**config.mk**
```make
export PLATFORM = sky130hd
export DESIGN_NAME = piso_serializer
export DESIGN_NICKNAME = d
export VERILOG_FILES = /design/src/rtl/piso_serializer.sv
export SDC_FILE = /design/constraint.sdc
export NUM_CORES = 1
export LEC_CHECK = 0
export ABC_AREA = 0
export CAP_MARGIN = 10
export CORE_UTILIZATION = 50
export DETAILED_ROUTE_END_ITERATION = 12
export PLACE_DENSITY_LB_ADDON = 0.08
export SKIP_LAST_GASP = 1
export SYNTH_ARGS = -nofsm -noshare
export SYNTH_HDL_FRONTEND = slang
export SYNTH_SLANG_ARGS = --single-unit
export TNS_END_PERCENT = 1
```
**constraint.sdc**
```tcl
create_clock -name clk -period 1.9 [get_ports clk]
set_input_delay 0.38 -clock clk [delete_from_list [all_inputs] [get_ports clk]]
set_output_delay 0.38 -clock clk [all_outputs]
set_load 0.02 [all_outputs]
```
**src/rtl/piso_serializer.sv**
```systemverilog
// Parallel-in/serial-out word serializer with a one-word holding register,
// so consecutive words stream with no idle gap between them.
module piso_serializer #(
  parameter int WIDTH     = 8,
  parameter bit MSB_FIRST = 1'b1,
  parameter bit IDLE_BIT  = 1'b0
) (
  input  logic             clk,
  input  logic             rst,
  input  logic [WIDTH-1:0] din,
  input  logic             load_valid,
  output logic             load_ready,
  output logic             ser_out,
  output logic             ser_valid,
  output logic             last_bit,
  output logic [15:0]      frame_cnt
);
  localparam int CW = $clog2(WIDTH);

  typedef enum logic {IDLE, SHIFT} state_t;

  state_t           state, state_nxt;
  logic [WIDTH-1:0] shift_q, shift_nxt;
  logic [WIDTH-1:0] hold_q, hold_nxt;
  logic             hold_valid, hold_valid_nxt;
  logic [CW-1:0]    cnt, cnt_nxt;
  logic [15:0]      frame_nxt;
  logic             accept, at_last;
  logic [WIDTH-1:0] shifted;

  assign load_ready = !rst && !hold_valid;
  assign accept     = load_valid && load_ready;
  assign at_last    = (cnt == CW'(WIDTH-1));
  assign shifted    = MSB_FIRST ? (shift_q << 1) : (shift_q >> 1);

  always_comb begin
    state_nxt      = state;
    shift_nxt      = shift_q;
    hold_nxt       = hold_q;
    hold_valid_nxt = hold_valid;
    cnt_nxt        = cnt;
    frame_nxt      = frame_cnt;
    case (state)
      IDLE: begin
        if (accept) begin
          shift_nxt = din;
          cnt_nxt   = '0;
          state_nxt = SHIFT;
        end
      end
      SHIFT: begin
        if (!at_last) begin
          shift_nxt = shifted;
          cnt_nxt   = cnt + 1'b1;
          if (accept) begin
            hold_nxt       = din;
            hold_valid_nxt = 1'b1;
          end
        end else begin
          frame_nxt = frame_cnt + 16'd1;
          // Held word has priority; load_ready is low whenever hold is full,
          // so a direct load can only happen with hold empty.
          if (hold_valid) begin
            shift_nxt      = hold_q;
            hold_valid_nxt = 1'b0;
            cnt_nxt        = '0;
          end else if (accept) begin
            shift_nxt = din;
            cnt_nxt   = '0;
          end else begin
            shift_nxt = shifted;
            state_nxt = IDLE;
          end
        end
      end
      default: state_nxt = IDLE;
    endcase
  end

  always_ff @(posedge clk) begin
    if (rst) begin
      state      <= IDLE;
      shift_q    <= '0;
      hold_q     <= '0;
      hold_valid <= 1'b0;
      cnt        <= '0;
      frame_cnt  <= '0;
    end else begin
      state      <= state_nxt;
      shift_q    <= shift_nxt;
      hold_q     <= hold_nxt;
      hold_valid <= hold_valid_nxt;
      cnt        <= cnt_nxt;
      frame_cnt  <= frame_nxt;
    end
  end

  // Outputs decode from registered state only.
  assign ser_valid = (state == SHIFT);
  assign last_bit  = (state == SHIFT) && at_last;
  assign ser_out   = (state == SHIFT) ? (MSB_FIRST ? shift_q[WIDTH-1] : shift_q[0])
                                      : IDLE_BIT;
endmodule

```
==> impl_results.md, run 1 <==
- Final number of max-transition violations: 0
- Final hold vios: 0
- Fmax: 534 MHz
- Number of placed cells counting well taps: 303
- Met2 WL post-DR: 1700 um
- Hpwl dp: 2740 um
- CP Launch Point: frame_cnt[9]$_SDFFE_PP0P_
- Clock latency on the worst-skew pair: 350 ps
- CTS tree: built
- Max layer used: met4
- Iteration-0 DRC Markers: 121
- PD cells: 667 nW/um^2
- Nets: 278
- Crit. End Element: output port
- Post-route cell area: 2370 sq um
- Clock Path Buffers: 2
- CTS clk-pin slew, worst paths: 110 ps
- Routed WL: 3940 um
- Most frequent cells in the layout: dfxtp_1 (36), a21oi_1 (29), clkdlybuf4s50_1 (28), nor2_1 (24), buf_4 (19)
- Commonest non-fill, non-tap cell in the layout: dfxtp_1
- Slew Limit Headroom: 0.771
- # clock sinks: 37
- Layout Skew: 6.72 ps
- Min-delay worst type: flop to flop
- Filler cells: 288
- Crit share post-route: 0.986
- Pleak: 0.863 nW
- RSZ-0062 raised after global routing: true
- Most used DFF post-synth: dfxtp_1
- Vias in the first global route: 1,494
- Seq/Total Area, Yosys: 0.404
- Routed wl met3: 201 um
- Die Width: 62.5 um
- Max cap viols: 0
- Pin count of the biggest net entering global routing: 31
- CP arrival: 1490 ps
- Biggest area consumer among synthesized cells: dfxtp_1
- First-pass GRT wire length: 6820 um
- Worst setup SP type: flop
- Synthesized area: 1830 sq um
- Synth-to-layout area growth: 29.4%
- # DRC: 0
- Buffers & Inverters on Critical Path: 1
- ANT cells: 0
- Critical path class: flop to output port
- Die footprint: 3910 sq um
- Root Driver: clkbuf_4
- Post-layout minimum cycle time: 1870 ps
- RD Place Congestion: 0.829
- DR WL/cell: 12.7 um
- Grt total ovfl: 0
- Crit-path max cell delay: 670 ps
- # rows: 21
- Critical Path End: frame_cnt[9]
- Reg2reg path depth: 7
- Status: complete, no violations
- Critical path depth: 1
- Port Buffers: 30
- Worst vdd ir: 0.509 mV
- Cts bufs inserted: 5
- Synth area leaders: dfxtp_1 (40%), a21oi_1 (7.9%), nand2b_1 (5.8%), mux2_2 (5.5%), nor2_1 (5.3%)
- Initial antenna violation count: 0
- Crit-path max FO: 5
- M1 WL: 1980 um
- Die Y: 62.5 um
- Post-synth top area share: 0.404
- Worst path top cell family by delay: buffers and inverters
- Worst-margin pin slew: 343 ps
- H-tree depth: 2
- Reg2reg end: frame_cnt[13]$_SDFFE_PP0P_
- Post-Syn Nets: 234
- Buffer count from post-CTS setup fixing: 0
- Share of cells above drive strength 1: 0.170
- Final worst setup slack: 26.9 ps
- Total Routing Usage GR: 0.221
- Initial DRT Pass Iterations: 4
- Core Region: 3420 sq um
- Post-DP Area: 2290 sq um
- Count of unique library cells instantiated by Yosys: 37
- IO Pins: 31
- Starting Density: 0.536
- Warnings, synthesis: 0
- DR vias/cell: 5.41
- Crit path cell chain: clkdlybuf4s50_1
- Post-synth EDFFs: 0
- Req. time, crit path: 1520 ps
- Reg2Reg Setup Slack: 50 ps
- #FFs+latches synth: 37
- R2r startpoint: cnt[0]$_SDFF_PP0_
- Fin cells: 311
- Routed Antenna Nets: 0
- Worst path slowest cell: clkdlybuf4s50_1
- Dpl ws: -123 ps
- Syn Inst Count: 220
- Syn Area/Cell: 8.33 sq um
- CTS Hold Bufs: 0
- Post-synth ARST share: 0
- Via count: 1,682
- Setup Viol. Count Final: 0
[power breakdown]
group	switching, mW	internal (mW)
Clock	0.266	0.314
Sequential	0.0177	0.800
Combinational	0.0960	0.0871
[metrics by stage]
step / setup TNS [ps] / utilization / hold WS (ps) / total power [mW]
after floorplan: 0 / - / 431 / 0.944
after global placement: -1230 / 0.669 / 435 / 1.02
after detailed placement: -1480 / 0.669 / 438 / 1.02
after CTS: -148 / 0.693 / 454 / 1.59
after global routing: -190 / 0.694 / 473 / 1.66
final: 0 / 0.694 / 453 / 1.58
[area by class of cell]
type                            count  area, sq um  share of cell area
Timing Repair Buffer               49          437               0.184
Sequential cell                    37          742               0.313
Inverter                            3         11.3             0.00475
Multi-Input combinational cell    168         1040               0.438
Tap cell                           46         57.6              0.0243
Clock inverter                      1         30.0              0.0127
Clock buffer                        7         55.1              0.0232
[state kept, by name, summed over array words and instances, names as in the netlist]
signal / count
hold_q: 8
hold_valid: 1
cnt: 3
frame_cnt: 16
shift_q: 8
ser_valid: 1
[synth_stat cells (4+ instances only)]
cell type and n:
nand3_1 9, nor2_1 26, xnor2_1 4, xor2_1 5
nand2b_1 17, dfxtp_1 37, mux2_2 9, o21ai_0 9
clkbuf_1 9, nand2_1 18, o211ai_1 7, nand4_1 5
a21oi_1 29
[kinds of logic after synthesis]
logic type      count (synthesis)  synth area share
compound gates                 51             0.158
xor+xnor                        9            0.0430
fa+ha+maj                       3            0.0205
buf+inv                        15            0.0314
flops                          37             0.404
mux                            11            0.0663
simple gates                   94             0.276
[what timing repair did]
item,CTS,global route
resized for setup,2,5
pin swaps,0,0
endpoints found under the setup margin,3,13
[routing by layer]
| layer | global-route usage | vias up |
|---|---|---|
| met5 | 0 | - |
| met4 | 0.0872 | 0 |
| met3 | 0.0511 | 8 |
| met2 | 0.327 | 43 |
| met1 | 0.308 | 770 |
| li1 | - | 861 |
[worst min path at each step]
| stage | startpoint | end | slack (ps) | depth (start not counted) |
|---|---|---|---|---|
| floorplan | hold_q[1]$_SDFFE_PP0P_ | hold_q[1]$_SDFFE_PP0P_ | 430 | 2 |
| global placement | hold_q[7]$_SDFFE_PP0P_ | hold_q[7]$_SDFFE_PP0P_ | 440 | 2 |
| detailed placement | hold_q[7]$_SDFFE_PP0P_ | hold_q[7]$_SDFFE_PP0P_ | 440 | 2 |
| CTS | hold_q[7]$_SDFFE_PP0P_ | hold_q[7]$_SDFFE_PP0P_ | 450 | 2 |
| global route | hold_q[7]$_SDFFE_PP0P_ | hold_q[7]$_SDFFE_PP0P_ | 470 | 2 |
| finish | hold_q[7]$_SDFFE_PP0P_ | hold_q[7]$_SDFFE_PP0P_ | 450 | 2 |
No activity file was read; power rests on OpenSTA's default activity.
==> inputs of run 2 (changes only) <==
--- a/config.mk
+++ b/config.mk
@@ -7,7 +7,7 @@
 export LEC_CHECK = 0
 export ABC_AREA = 0
 export CAP_MARGIN = 10
-export CORE_UTILIZATION = 50
+export CORE_UTILIZATION = 40
 export DETAILED_ROUTE_END_ITERATION = 12
 export PLACE_DENSITY_LB_ADDON = 0.08
 export SKIP_LAST_GASP = 1
==> constraint.sdc (replaced) <==
create_clock -name clk -period 1.7 [get_ports clk]
set_input_delay 0.34 -clock clk [delete_from_list [all_inputs] [get_ports clk]]
set_output_delay 0.34 -clock clk [all_outputs]
set_load 0.02 [all_outputs]
==> impl_results.md, run 2 (synthesis results as in run 1) <==
- Share of cells above drive strength 1: 0.219
- Critical path class: flop to output port
- Largest regs: frame_cnt x16, hold_q x8, shift_q x8
- Status: finished, violations left
- Clock Path Buffers: 2
- Die Y: 69.7 um
- # DRC: 0
- Grt total ovfl: 0
- CTS clk-pin slew, worst paths: 70 ps
- DR WL/cell: 13.2 um
- Final hold vios: 0
- IO Pins: 31
- H-tree depth: 2
- Pleak: 0.953 nW
- Largest reg by FF count: frame_cnt
- Final number of max-transition violations: 0
- Most frequent cells in the layout: dfxtp_1 (34), a21oi_1 (29), buf_4 (28), clkdlybuf4s50_1 (27), nor2_1 (24)
- Global route hottest layer: met2
- Worst-margin pin slew: 413 ps
- Worst setup SP type: flop
- RD Place Congestion: 0.790
- Initial antenna violation count: 0
- Area occupied by multi-input gates: 1070 sq um
- # rows: 24
- GR Layer Usage met2: 0.279
- Worst vdd ir: 0.558 mV
- CTS tree: built
- Core Region: 4380 sq um
- Crit share post-route: 1.03
- Failing checks: negative setup slack
- Layout Skew: 2.94 ps
- Commonest non-fill, non-tap cell in the layout: dfxtp_1
- Nets: 287
- Iteration-0 DRC Markers: 60
- Setup Viol. Count Final: 2
- Die footprint: 4850 sq um
- Worst path top cell family by delay: buffers and inverters
- Post-layout minimum cycle time: 1740 ps
- Min-delay worst type: flop to flop
- Starting Density: 0.418
- Met3 Usage GRT: 0.0465
- First-pass GRT wire length: 7240 um
- CTS Hold Bufs: 0
- Crit path cell chain: clkdlybuf4s50_1
- Routed WL: 4290 um
- Slew Limit Headroom: 0.724
- Root Driver: clkbuf_8
- CP arrival: 1400 ps
- DR vias/cell: 5.19
- Total Routing Usage GR: 0.186
- Port Buffers: 30
- Cts bufs inserted: 5
- Largest register FFs: 16
- Fmax: 574 MHz
- Buffer count from post-CTS setup fixing: 0
- RSZ-0062 raised after global routing: true
- PD cells: 765 nW/um^2
- Worst hold-check slack: 450 ps
- Fin cells: 326
- Hpwl dp: 3030 um
- Crit-path max cell delay: 660 ps
- Worst path slowest cell: clkdlybuf4s50_1
- Clock latency on the worst-skew pair: 290 ps
- Number of placed cells counting well taps: 318
- Crit. End Element: output port
- Final worst setup slack: -43.4 ps
- Via count: 1,692
- Initial DRT Pass Iterations: 4
- Die Width: 69.7 um
- Routed Antenna Nets: 0
- Crit-path max FO: 5
- # clock sinks: 37
- Max cap viols: 0
- Req. time, crit path: 1360 ps
- ANT cells: 0
- Filler cells: 402
- Register area: 744 sq um
- Layout Utilization: 0.574
- Synth-to-layout area growth: 37.5%
- Buffers & Inverters on Critical Path: 1
- Vias in the first global route: 1,557
- Pin count of the biggest net entering global routing: 39
- Met1 Track Usage GR: 0.266
-- run 2: area by class of cell --
cell class | count | share of cell area
clock inverter | 1 | 0.0119
timing repair buffer | 58 | 0.201
sequential | 37 | 0.296
inverter | 3 | 0.00447
tap | 52 | 0.0258
clock buffer | 7 | 0.0343
multi-input combinational | 168 | 0.427
-- run 2: worst paths after layout --
check,start,end,slack (ps),cells after the start
setup / recovery,frame_cnt[9]$_SDFFE_PP0P_,frame_cnt[9],-40,1
hold reg to reg,hold_q[1]$_SDFFE_PP0P_,hold_q[1]$_SDFFE_PP0P_,450,2
setup reg to reg,cnt[0]$_SDFF_PP0_,frame_cnt[15]$_SDFFE_PP0P_,10,6
hold / removal,hold_q[1]$_SDFFE_PP0P_,hold_q[1]$_SDFFE_PP0P_,450,2
-- run 2: where the power goes --
| group | leakage, nW | total, mW | internal (mW) | switching [mW] |
|---|---|---|---|---|
| clock | 0.0585 | 0.792 | 0.478 | 0.314 |
| sequential | 0.302 | 0.915 | 0.894 | 0.0206 |
| combinational | 0.593 | 0.220 | 0.108 | 0.112 |
| total | 0.953 | 1.93 | 1.48 | 0.446 |
-- run 2: through the flow --
| stage | power, mW | setup TNS [ps] | setup WS (ps) | area [sq um] |
|---|---|---|---|---|
| 6_report | 1.93 | -48.0 | -43.4 | 2520 |
| 5_1_grt | 2.01 | -1250 | -99.0 | 2520 |
| 4_1_cts | 1.94 | -2060 | -187 | 2480 |
| 3_5_place_dp | 1.15 | -4160 | -240 | 2370 |
| 3_3_place_gp | 1.15 | -4080 | -262 | 2370 |
| 2_1_floorplan | 1.06 | 0 | 21.0 | 1840 |
-- run 2: per-layer routing --
metal	part of all wire	routed length, um
met4	0.010	44
met3	0.045	191
met2	0.43	1860
met1	0.51	2200
met5	0	0
-- run 2: timing repair --
action	CTS	global route
resized for setup	2	11
pin swaps	0	2
setup endpoints to repair	29	38
-- run 2: worst register-to-register path, cell delays in order, from the launching register on --
cell and delay (ps):
dfxtp_2 350, ha_2 190, ha_4 150, nand4_1 150, nor2_2 200, nor4b_4 210
mux2_2 350
==> inputs of run 3 (changes only) <==
--- a/config.mk
+++ b/config.mk
@@ -8,7 +8,9 @@
 export ABC_AREA = 0
 export CAP_MARGIN = 10
 export CORE_UTILIZATION = 40
+export CTS_BUF_LIST = sky130_fd_sc_hd__clkbuf_8
 export DETAILED_ROUTE_END_ITERATION = 12
+export DONT_BUFFER_PORTS = 1
 export PLACE_DENSITY_LB_ADDON = 0.08
 export SKIP_LAST_GASP = 1
 export SYNTH_ARGS = -nofsm -noshare
==> impl_results.md, run 3 (synthesis results as in run 1) <==
- Largest register FFs: 16
- Die Width: 69.7 um
- Crit. End Element: flop
- Final hold vios: 0
- RSZ-0062 raised after global routing: true
- Iteration-0 DRC Markers: 110
- Worst path slowest cell: dfxtp_2
- Pint: 1.44 mW
- Setup Viol. Count Final: 0
- # clock sinks: 37
- CTS tree: built
- Vias in the first global route: 1,546
- Worst setup SP type: flop
- Commonest non-fill, non-tap cell in the layout: dfxtp_1
- Area occupied by multi-input gates: 1090 sq um
- Clk pwr share: 0.427
- Pwr Total: 1.87 mW
- # DRC: 0
- Grt total ovfl: 0
- PD cells: 833 nW/um^2
- Nets: 256
- Max cap viols: 0
- DR WL/cell: 14.8 um
- Final number of max-transition violations: 0
- Clock Path Buffers: 2
- Critical path class: flop to flop
- Comb power frac: 0.084
- CP Launch Point: cnt[0]$_SDFF_PP0_
- Worst-margin pin slew: 484 ps
- Most frequent cells in the layout: dfxtp_1 (34), a21oi_1 (29), buf_4 (26), nor2_1 (25)
- R2r startpoint: cnt[0]$_SDFF_PP0_
- # rows: 24
- Layout Skew: 10.5 ps
- Req. time, crit path: 1890 ps
- Sequential power share: 0.489
- Hpwl dp: 3070 um
- Pin count of the biggest net entering global routing: 44
- Routed WL: 4370 um
- Routed Antenna Nets: 0
- Net Switching: 426 uW
- Initial DRT Pass Iterations: 4
- Most used cell, CP: ha_4
- Min-delay src: rst
- Status: complete, no violations
- RD Place Congestion: 0.807
- CP arrival: 1830 ps
- CTS clk-pin slew, worst paths: 80 ps
- DR vias/cell: 5.38
- Root Driver: clkbuf_8
- First-pass GRT wire length: 7290 um
- Crit share post-route: 0.962
- Fmax: 611 MHz
- Filler cells: 419
- Largest reg by FF count: frame_cnt
- Die Y: 69.7 um
- Pleak: 0.827 nW
- Sw Ratio: 0.228
- Port Buffers: 0
- Cts bufs inserted: 5
- Clock latency on the worst-skew pair: 300 ps
- Crit-path max cell delay: 360 ps
- Die footprint: 4850 sq um
- Worst vdd ir: 0.475 mV
- Via count: 1,588
- Min-delay worst type: input pin to flop
- Slew Limit Headroom: 0.676
- Crit path cell chain: ha_4, ha_4, nand4_1, nor2_2, nor4b_4, mux2_4
- Register area: 744 sq um
- Fin cells: 295
- Core Region: 4380 sq um
- H-tree depth: 2
- Worst hold-check slack: 106 ps
- ANT cells: 0
- Initial antenna violation count: 0
- Crit-path max FO: 3
- Share of cells above drive strength 1: 0.247
- Starting Density: 0.418
- Post-layout minimum cycle time: 1640 ps
- Post-DP Area: 2050 sq um
- Total Routing Usage GR: 0.192
- Largest regs: frame_cnt x16, hold_q x8, shift_q x8
- Synth-to-layout area growth: 22.4%
- CTS Hold Bufs: 0
- Number of placed cells counting well taps: 285
- IO Pins: 31
- Post-route cell area: 2240 sq um
run 3: changes by cell type in the layout (fill, tap and decap cells not counted), sizes merged:
cell and delta:
clkbuf -2, clkinvlp +1, dlymetal6s2s -1, buf -1, clkdlybuf4s50 -27, dlygate4sd2 -1
run 3: per-stage QoR:
| stage | setup WS, ps | TNS [ps] | util |
|---|---|---|---|
| global route | -35.1 | -104 | 0.511 |
| CTS | -31.5 | -53.6 | 0.501 |
| detailed placement | -51.3 | -136 | 0.467 |
| finish | 64.1 | 0 | 0.511 |
| floorplan | 21.0 | 0 | - |
| global placement | 16.1 | 0 | 0.467 |
run 3: metal layers:
metal,routed length [um],vias to the layer above,GRT usage
li1,-,815,-
met1,2130,726,0.271
met2,1890,39,0.275
met3,254,8,0.0538
met4,88,0,0.0778
met5,0,-,0
run 3: layout make-up:
cell class | count | share of cell area
clock buffer | 6 | 0.0368
clock inverter | 2 | 0.0167
inverter | 3 | 0.00614
multi-input combinational | 168 | 0.487
sequential | 37 | 0.332
tap | 52 | 0.0290
timing repair buffer | 27 | 0.0921
run 3: what timing repair did:
item / CTS / global route
gates resized for setup: 7 / 7
buffers inserted: 2 / 0
pin swaps: 1 / 1
endpoints found under the setup margin: 8 / 27
run 3: worst paths after layout:
path | endpoint | slack, ps | cells past startpoint
setup reg to reg | frame_cnt[15]$_SDFFE_PP0P_ | 60 | 6
setup / recovery | frame_cnt[15]$_SDFFE_PP0P_ | 60 | 6
hold / removal | frame_cnt[13]$_SDFFE_PP0P_ | 110 | 1
hold reg to reg | hold_q[2]$_SDFFE_PP0P_ | 450 | 2
run 3: power by group through the flow:
stage / registers [mW] / logic (mW) / clock network, mW
after detailed placement: 0.931 / 0.155 / 0
after CTS: 0.912 / 0.156 / 0.818
after floorplan: 0.930 / 0.126 / 0
after global placement: 0.931 / 0.152 / 0
after global routing: 0.917 / 0.177 / 0.876
final: 0.913 / 0.157 / 0.798
run 3: worst max-delay path, delay by kind of cell, from the launching register on:
family | cells | cell delay [ps]
adder cells (fa/ha/maj) | 2 | 290
flip-flops | 1 | 360
multiplexers | 1 | 320
AND/OR/NAND/NOR | 3 | 580
